**src/rtl/bmem_arb_pkg.sv**
```systemverilog
// Shared types for the bmem channel arbiter: FSM states, requester ids and
// the default burst length.
package bmem_arb_pkg;

    typedef enum logic [1:0] {
        IDLE     = 2'd0,
        RD_ISSUE = 2'd1,
        RD_WAIT  = 2'd2,
        WR_BURST = 2'd3
    } arb_state_e;

    typedef enum logic {
        REQ_OOO = 1'b0,
        REQ_PPL = 1'b1
    } req_id_e;

    localparam int unsigned BURST_LEN_DEFAULT = 4;

endpackage

```
**src/rtl/bmem_rr_pick.sv**
```systemverilog
// Two-way round-robin picker: on a tie the requester that did not win last
// time is chosen.
module bmem_rr_pick
    import bmem_arb_pkg::*;
(
    input  logic [1:0] req,
    input  req_id_e    last_gnt,
    output logic       valid,
    output req_id_e    gnt
);

    always_comb begin
        valid = |req;
        gnt   = REQ_OOO;
        case (req)
            2'b10:   gnt = REQ_PPL;
            2'b11:   gnt = (last_gnt == REQ_OOO) ? REQ_PPL : REQ_OOO;
            default: gnt = REQ_OOO;
        endcase
    end

endmodule

```
**src/rtl/bmem_arbiter.sv**
```systemverilog
// Shares one bmem channel between the OoO and pipelined cores, granting a
// whole read (request + beats) or write burst at a time, round-robin.
module bmem_arbiter
    import bmem_arb_pkg::*;
#(
    parameter int unsigned BURST_LEN = BURST_LEN_DEFAULT,
    parameter int unsigned ADDR_W    = 32
) (
    input  logic              clk,
    input  logic              rst,

    input  logic [ADDR_W-1:0] ooo_bmem_addr,
    input  logic              ooo_bmem_read,
    input  logic              ooo_bmem_write,
    input  logic [63:0]       ooo_bmem_wdata,
    output logic              ooo_bmem_ready,
    output logic [ADDR_W-1:0] ooo_bmem_raddr,
    output logic [63:0]       ooo_bmem_rdata,
    output logic              ooo_bmem_rvalid,

    input  logic [ADDR_W-1:0] ppl_bmem_addr,
    input  logic              ppl_bmem_read,
    input  logic              ppl_bmem_write,
    input  logic [63:0]       ppl_bmem_wdata,
    output logic              ppl_bmem_ready,
    output logic [ADDR_W-1:0] ppl_bmem_raddr,
    output logic [63:0]       ppl_bmem_rdata,
    output logic              ppl_bmem_rvalid,

    output logic [ADDR_W-1:0] bmem_addr,
    output logic              bmem_read,
    output logic              bmem_write,
    output logic [63:0]       bmem_wdata,
    input  logic              bmem_ready,
    input  logic [ADDR_W-1:0] bmem_raddr,
    input  logic [63:0]       bmem_rdata,
    input  logic              bmem_rvalid
);

    localparam int unsigned     CNT_W     = (BURST_LEN > 1) ? $clog2(BURST_LEN) : 1;
    localparam logic [CNT_W-1:0] LAST_BEAT = CNT_W'(BURST_LEN - 1);

    arb_state_e       state_q, state_d;
    req_id_e          gnt_q, gnt_d;
    req_id_e          last_gnt_q, last_gnt_d;
    logic [CNT_W-1:0] beat_cnt_q, beat_cnt_d;

    logic [1:0] req;
    logic       pick_valid;
    req_id_e    pick_gnt;
    logic       pick_write;

    assign req        = {ppl_bmem_read | ppl_bmem_write, ooo_bmem_read | ooo_bmem_write};
    assign pick_write = (pick_gnt == REQ_PPL) ? ppl_bmem_write : ooo_bmem_write;

    bmem_rr_pick u_pick (
        .req      (req),
        .last_gnt (last_gnt_q),
        .valid    (pick_valid),
        .gnt      (pick_gnt)
    );

    always_comb begin
        state_d    = state_q;
        gnt_d      = gnt_q;
        last_gnt_d = last_gnt_q;
        beat_cnt_d = beat_cnt_q;
        case (state_q)
            IDLE: begin
                if (pick_valid) begin
                    gnt_d      = pick_gnt;
                    last_gnt_d = pick_gnt;
                    beat_cnt_d = '0;
                    // write takes precedence if a requester raises both
                    state_d    = pick_write ? WR_BURST : RD_ISSUE;
                end
            end
            RD_ISSUE: begin
                if (bmem_ready) begin
                    state_d    = RD_WAIT;
                    beat_cnt_d = '0;
                end
            end
            RD_WAIT: begin
                if (bmem_rvalid) begin
                    if (beat_cnt_q == LAST_BEAT) begin
                        state_d    = IDLE;
                        beat_cnt_d = '0;
                    end else begin
                        beat_cnt_d = beat_cnt_q + 1'b1;
                    end
                end
            end
            WR_BURST: begin
                if (bmem_ready) begin
                    if (beat_cnt_q == LAST_BEAT) begin
                        state_d    = IDLE;
                        beat_cnt_d = '0;
                    end else begin
                        beat_cnt_d = beat_cnt_q + 1'b1;
                    end
                end
            end
            default: state_d = IDLE;
        endcase
    end

    always_ff @(posedge clk) begin
        if (rst) begin
            state_q    <= IDLE;
            gnt_q      <= REQ_OOO;
            last_gnt_q <= REQ_PPL;
            beat_cnt_q <= '0;
        end else begin
            state_q    <= state_d;
            gnt_q      <= gnt_d;
            last_gnt_q <= last_gnt_d;
            beat_cnt_q <= beat_cnt_d;
        end
    end

    logic is_rd, is_wr, is_rwait, gnt_ppl, fwd_ready;

    assign is_rd     = (state_q == RD_ISSUE);
    assign is_wr     = (state_q == WR_BURST);
    assign is_rwait  = (state_q == RD_WAIT);
    assign gnt_ppl   = (gnt_q == REQ_PPL);
    assign fwd_ready = (is_rd | is_wr) & bmem_ready;

    // Everything is gated to zero outside the owning state so idle/ungranted
    // sides never see stray strobes or data.
    always_comb begin
        bmem_read       = is_rd;
        bmem_write      = is_wr;
        bmem_addr       = '0;
        bmem_wdata      = '0;
        if (is_rd | is_wr) begin
            bmem_addr = gnt_ppl ? ppl_bmem_addr : ooo_bmem_addr;
        end
        if (is_wr) begin
            bmem_wdata = gnt_ppl ? ppl_bmem_wdata : ooo_bmem_wdata;
        end

        ooo_bmem_ready  = fwd_ready & ~gnt_ppl;
        ppl_bmem_ready  = fwd_ready &  gnt_ppl;

        ooo_bmem_rvalid = is_rwait & ~gnt_ppl & bmem_rvalid;
        ppl_bmem_rvalid = is_rwait &  gnt_ppl & bmem_rvalid;
        ooo_bmem_rdata  = '0;
        ooo_bmem_raddr  = '0;
        ppl_bmem_rdata  = '0;
        ppl_bmem_raddr  = '0;
        if (is_rwait & ~gnt_ppl) begin
            ooo_bmem_rdata = bmem_rdata;
            ooo_bmem_raddr = bmem_raddr;
        end
        if (is_rwait & gnt_ppl) begin
            ppl_bmem_rdata = bmem_rdata;
            ppl_bmem_raddr = bmem_raddr;
        end
    end

endmodule

```
**config.mk**
```make
export PLATFORM = sky130hd
export DESIGN_NAME = bmem_arbiter
export DESIGN_NICKNAME = d
export VERILOG_FILES = /design/src/rtl/bmem_arb_pkg.sv /design/src/rtl/bmem_rr_pick.sv /design/src/rtl/bmem_arbiter.sv
export SDC_FILE = /design/constraint.sdc
export NUM_CORES = 1
export LEC_CHECK = 0
export BUFFER_PORTS_ARGS = -buffer_cell sky130_fd_sc_hd__buf_2
export CAP_MARGIN = 5
export CORE_AREA = 2 2 229 231
export DETAILED_ROUTE_END_ITERATION = 6
export DIE_AREA = 0 0 231 233
export GPL_TIMING_DRIVEN = 0
export PLACE_DENSITY = 0.3
export SKIP_LAST_GASP = 1
export SYNTH_ARGS = -nofsm -noshare
export SYNTH_HDL_FRONTEND = slang
export SYNTH_SLANG_ARGS = --single-unit
```
**constraint.sdc**
```tcl
create_clock -name clk -period 2.3 [get_ports clk]
set_input_delay 0.345 -clock clk [delete_from_list [all_inputs] [get_ports clk]]
set_output_delay 0.345 -clock clk [all_outputs]
set_load 0.02 [all_outputs]
```
# --- Yosys cells after proc, flatten, opt, wreduce, memory -nomap -nowiden ---
# Cells that the tools add are included.
classes:
  n_addsub: 1
  eq_ne: 10
  mux: 24
  n_bitwise: 11
  reduce_logical: 4
op_table:
  columns: ["operator", "n"]
  rows:
  - ["2-to-1 mux 64 bit", 4]
  - ["2-to-1 mux 32 bit", 4]
  - ["2-to-1 mux 2 bit", 11]
  - ["case mux 2 bit (4 select lines)", 2]
  - ["equality test 2 bit, second input constant", 5]
  - ["!= test 2 bit, second input constant", 4]
  - ["AND 1 bit", 7]
  - ["AND reduction 4 bit", 1]
  - ["OR 1 bit", 3]
  - ["adder 2 x 1 -> 2 bit, second input constant", 1]
  - ["equality test 2 x 1 -> 1 bit, second input constant", 1]
  - ["zero test 2 bit", 1]
  - ["2-to-1 mux 1 bit", 2]
  - ["case mux 1 bit (2 select lines)", 1]
  - ["AND reduction 2 bit", 1]
  - ["OR reduction 2 bit", 1]
  - ["inverter 1 bit", 1]
totals:
  ff_bits: 6
  input_bits: 296
  output_inout_bits: 294
  word_cells: 54

# --- Longest topological paths before layout ---
logic_depth:
  ltp_word: 7
  ltp_mapped: 6
  ltp_nobuf: 4

# --- By module ---
# A second synthesis with hierarchy kept.
unflattened:
  cells_unflattened: 476
  area_unflattened_um2: 3260.6
modules_own_cells:
  columns: ["mod", "instances", "cells_per_inst", "area_each_um2", "seq_area_each_um2"]
  rows:
  - ["bmem_arbiter", 1, 474, 3246.9, 120.1]
  - ["bmem_rr_pick", 1, 2, 13.8, 0.0]

# --- Worst setup path before layout ---
# OpenSTA, ideal clock, no wires.
synth_path:
  path_type: "register to output"
  from: "register state_q[1]"
  to: "output port ppl_bmem_raddr[10]"
  t_arrival_ps: 1375
  t_required_ps: 1955
  slack_ps: 580
  path_stages_with_launch: 7
  path_buffers: 3
  path_cell_list: "dfxtp_1 > buf_6 > inv_4 > nor3b_2 > buf_2 > clkbuf_2 > and2_1"
synth_via:
  elab_chain_len: 3
synth_rtl:
  columns: ["item", "line_no", "text"]
  rows:
  - ["start, declared", "bmem_arbiter.sv:43", "arb_state_e state_q, state_d;"]
  - ["start signal, assigned", "bmem_arbiter.sv:115", "state_q <= state_d;"]
  - ["equality test 2 bit", "bmem_arbiter.sv:126", "assign is_rwait = (state_q == RD_WAIT);"]
  - ["AND 1 bit", "bmem_arbiter.sv:157", "if (is_rwait & gnt_ppl) begin"]
  - ["2-to-1 mux 32 bit", "bmem_arbiter.sv:157", null]
  - ["end, declared", "bmem_arbiter.sv:26", "output logic [ADDR_W-1:0] ppl_bmem_raddr,"]
# No other way between the ends.

# --- Worst setup path after layout ---
layout_path:
  from: "register state_q[1]"
  to: "output port ppl_bmem_raddr[17]"
# Same word-level chain as after synthesis.

==> impl_metrics.env <==
export IMPL_cts_hold_buf=0
export IMPL_synth_top_family_by_area="simple AND/OR/NAND/NOR gates"
export IMPL_place_gp_congestion=0.8073
export IMPL_grt_pass1_wl_mm=30.39
export IMPL_vdd_drop_max_mv=0.2085
export IMPL_start_util_pct=6.193
export IMPL_synth_simple_area_share_pct=55.67
export IMPL_slew_headroom_pct=40.05
export IMPL_wl_per_cell_um=13.32
export IMPL_post_drt_via_cell_ratio=3.193
export IMPL_hold_viol_final=0
export IMPL_grt_pass1_vias=5157
export IMPL_area_growth_pct=127.0
export IMPL_r2r_setup_slack_ps=810
export IMPL_cpLargestDelayFamily="buffers and inverters"
export IMPL_synth_xor_area_share_pct=0
export IMPL_critPathKind="flop to primary output"
export IMPL_syn_num_nets=773
export IMPL_finalSetupViolCount=1
export IMPL_grt_overflow_total=0
export IMPL_crit_fanout=10
export IMPL_syn_area_um2=3164
export IMPL_synthArstFlopShare_pct=0
export IMPL_cts_root_buf="clkbuf_16"
export IMPL_outcome="complete, but fails checks"
export IMPL_synthTopCellsByArea="and2_1, mux2i_1, nor2_1"
export IMPL_fin_cells=1758
export IMPL_drv_cap=0
export IMPL_slowest_stage="dfxtp_1"
export IMPL_track_usage_pct=7.637
export IMPL_hold_class="input pin to flop"
export IMPL_synthFlopType="dfxtp_1"
export IMPL_place_inst=1745
export IMPL_fp_coreArea_um2=51090
export IMPL_synth_edf_count=0
export IMPL_ys_warn_count=0
export IMPL_cellPowerDensity_nw_per_um2=303.5
export IMPL_period_share_pct=100.3
export IMPL_synth_cell_types=29
export IMPL_max_freq_ghz=0.4334
export IMPL_drv_slew=0
export IMPL_yosysMostFrequentCell="and2_1"
export IMPL_dpl_hpwl_mm=21.21
export IMPL_htreeDepth=1
export IMPL_cts_buffers=3
export IMPL_yosysTopAreaCell="and2_1"
export IMPL_ff_latch_area_um2=120.1
export IMPL_syn_avg_cell_area_um2=6.648
export IMPL_clk_insertion_delay_late_ps=230
export IMPL_final_nets=1373
export IMPL_multi_input_area_um2=2848
export IMPL_hp_start="rst"
export IMPL_regToRegEndpoint="beat_cnt_q[0]"
export IMPL_fillerInstances=5970
export IMPL_violations="setup timing"
export IMPL_required_ps=1960
export IMPL_drt_pass1_iterations=4
export IMPL_fin_skew_ps=1.397
export IMPL_crit_chain="buf_6 -> inv_4 -> nor3b_4 -> buf_4 -> buf_6 -> clkbuf_2 -> and2_1 -> buf_2"
export IMPL_synthAdderAreaFrac_pct=0.3954
export IMPL_ys_seq_elements=6
export IMPL_tns_ps=-7.308
export IMPL_worstPathArrival_ps=1960
export IMPL_synthMuxAreaShare_pct=30.37
export IMPL_fin_util_pct=14.06
export IMPL_r2r_cells=5
export IMPL_drt_total_wl_mm=23.42
export IMPL_synth_commonest_cells="and2_1, mux2i_1, nor2_1"
export IMPL_rows=83
export IMPL_dieArea_um2=53820
export IMPL_p_leak_nw=4.137
export IMPL_path_common_cell="buf_6"
export IMPL_grt_max_degree=11
export IMPL_synth_compound_area_share_pct=3.084
export IMPL_worst_slew_pin_slew_ps=887.6
export IMPL_whs_endpoint="beat_cnt_q[1]"
export IMPL_die_x_um=231
export IMPL_period_needed_ps=2307
export IMPL_drive_gt1_share_pct=59.68
export IMPL_slowest_delay_ps=310
export IMPL_fin_ws_ps=-7.308
export IMPL_r2r_start="state_q[1]"
export IMPL_dr_total_vias=5614
export IMPL_io_pins=590
export IMPL_cts_tree="yes"
export IMPL_crit_path_end_kind="primary output"
export IMPL_synth_top_area_share_pct=38.16
export IMPL_rsz0062_at_grt="yes"
export IMPL_drc=0
export IMPL_worst_path_buf_inv=6
export IMPL_clock_sinks=6
export IMPL_die_y_um=233
export IMPL_ys_seq_area_share_pct=3.796
export IMPL_port_buffers=589
export IMPL_netlist_instances=476
export IMPL_whs_path_depth=2
export IMPL_startpoint_type="flop"
export IMPL_power_total_mw=2.180
export IMPL_clk_pin_slew_worst_paths_ps=30
export IMPL_antenna_found_initial=6
export IMPL_drtIter0Drc=126
export IMPL_ant_nets=0
export IMPL_cts_path_max_buffers=2
-- state kept, by name, summed over array words and instances, names as in the netlist --
signal / flops
last_gnt_q: 1
gnt_ppl: 1
state_q: 2
beat_cnt_q: 2
-- power breakdown --
| part | switching [mW] | leakage, nW | internal [mW] |
|---|---|---|---|
| sequential | 0.00787 | 0.0495 | 0.115 |
| clock | 0.0568 | 0.0370 | 0.223 |
| combinational | 1.05 | 4.05 | 0.732 |
| total | 1.11 | 4.14 | 1.07 |
-- worst max-delay path by stage --
stage                           from                  to  slack (ps)  cells after the start
after floorplan           state_q[1]  ppl_bmem_raddr[10]         580                      6
after CTS                 state_q[1]  ppl_bmem_raddr[17]         -80                      7
after global placement    state_q[1]  ppl_bmem_raddr[17]        -560                      7
after global routing      state_q[1]  ppl_bmem_raddr[17]         -70                      8
final                     state_q[1]  ppl_bmem_raddr[17]          -7                      8
after detailed placement  state_q[1]  ppl_bmem_raddr[17]        -570                      7
-- cells in the final DEF, fill, tap and decap left out, types with 2 or more instances in the layout --
master     Yosys  layout
diode_2        0       4
a21oi_1        6       6
nor2_1        69      68
o21ai_0        5       5
buf_2         13     598
and2_1       193     193
nand2_1        6       6
buf_12         0       2
mux2i_1       96      96
clkbuf_2       7      19
clkbuf_16      0       3
nor2b_1       33      33
dfxtp_1        6       6
inv_1          2       2
clkbuf_4       0       5
nand3_1        2       2
buf_4          0       8
buf_6          1       2
clkbuf_1      21       4
-- final cells by class --
type,instances,share of cell area [%]
Timing Repair Buffer,596,42.11
Antenna cell,4,0.1393
Sequential cell,6,1.672
Clock buffer,3,1.045
Inverter,3,0.1916
Buffer,43,3.361
Multi-Input combinational cell,423,39.64
Tap cell,680,11.84
-- per-layer routing --
| metal | vias up | global-route usage (%) | wire (um) |
|---|---|---|---|
| li1 | 2728 | - | - |
| met1 | 2476 | 7.120 | 7683 |
| met2 | 378 | 15.53 | 12720 |
| met3 | 30 | 2.047 | 2121 |
| met4 | 2 | 2.964 | 885 |
| met5 | - | 0 | 13 |
-- what timing repair did --
action	4_1_cts	5_1_grt
pin swaps	2	1
buffers inserted	4	3
gates resized for setup	21	16
setup endpoints to repair	294	73
-- worst reg2reg max path, cell delays in order (launching register included) --
cell and delay (ps):
dfxtp_1 310, buf_6 140, inv_4 70, o31a_1 340, or4_1 410, a21oi_1 150
-- per-stage QoR --
step	hold slack [ps]	worst slack (ps)	area, um2
after detailed placement	465.1	-566.5	6963
after floorplan	414.1	579.6	3164
after global routing	390.9	-69.56	7174
after CTS	386.0	-81.84	7134
final	383.6	-7.308	7184
after global placement	456.0	-561.5	6963
-- cells by family (layout without fill, tap and decap cells) --
group	count (synthesis)	after routing
simple gates	310	310
mux	96	96
buf+inv	47	645
compound gates	16	16
flops	6	6
fa+ha+maj	1	1
other cells	0	4
No activity file was read; power rests on OpenSTA's default activity.
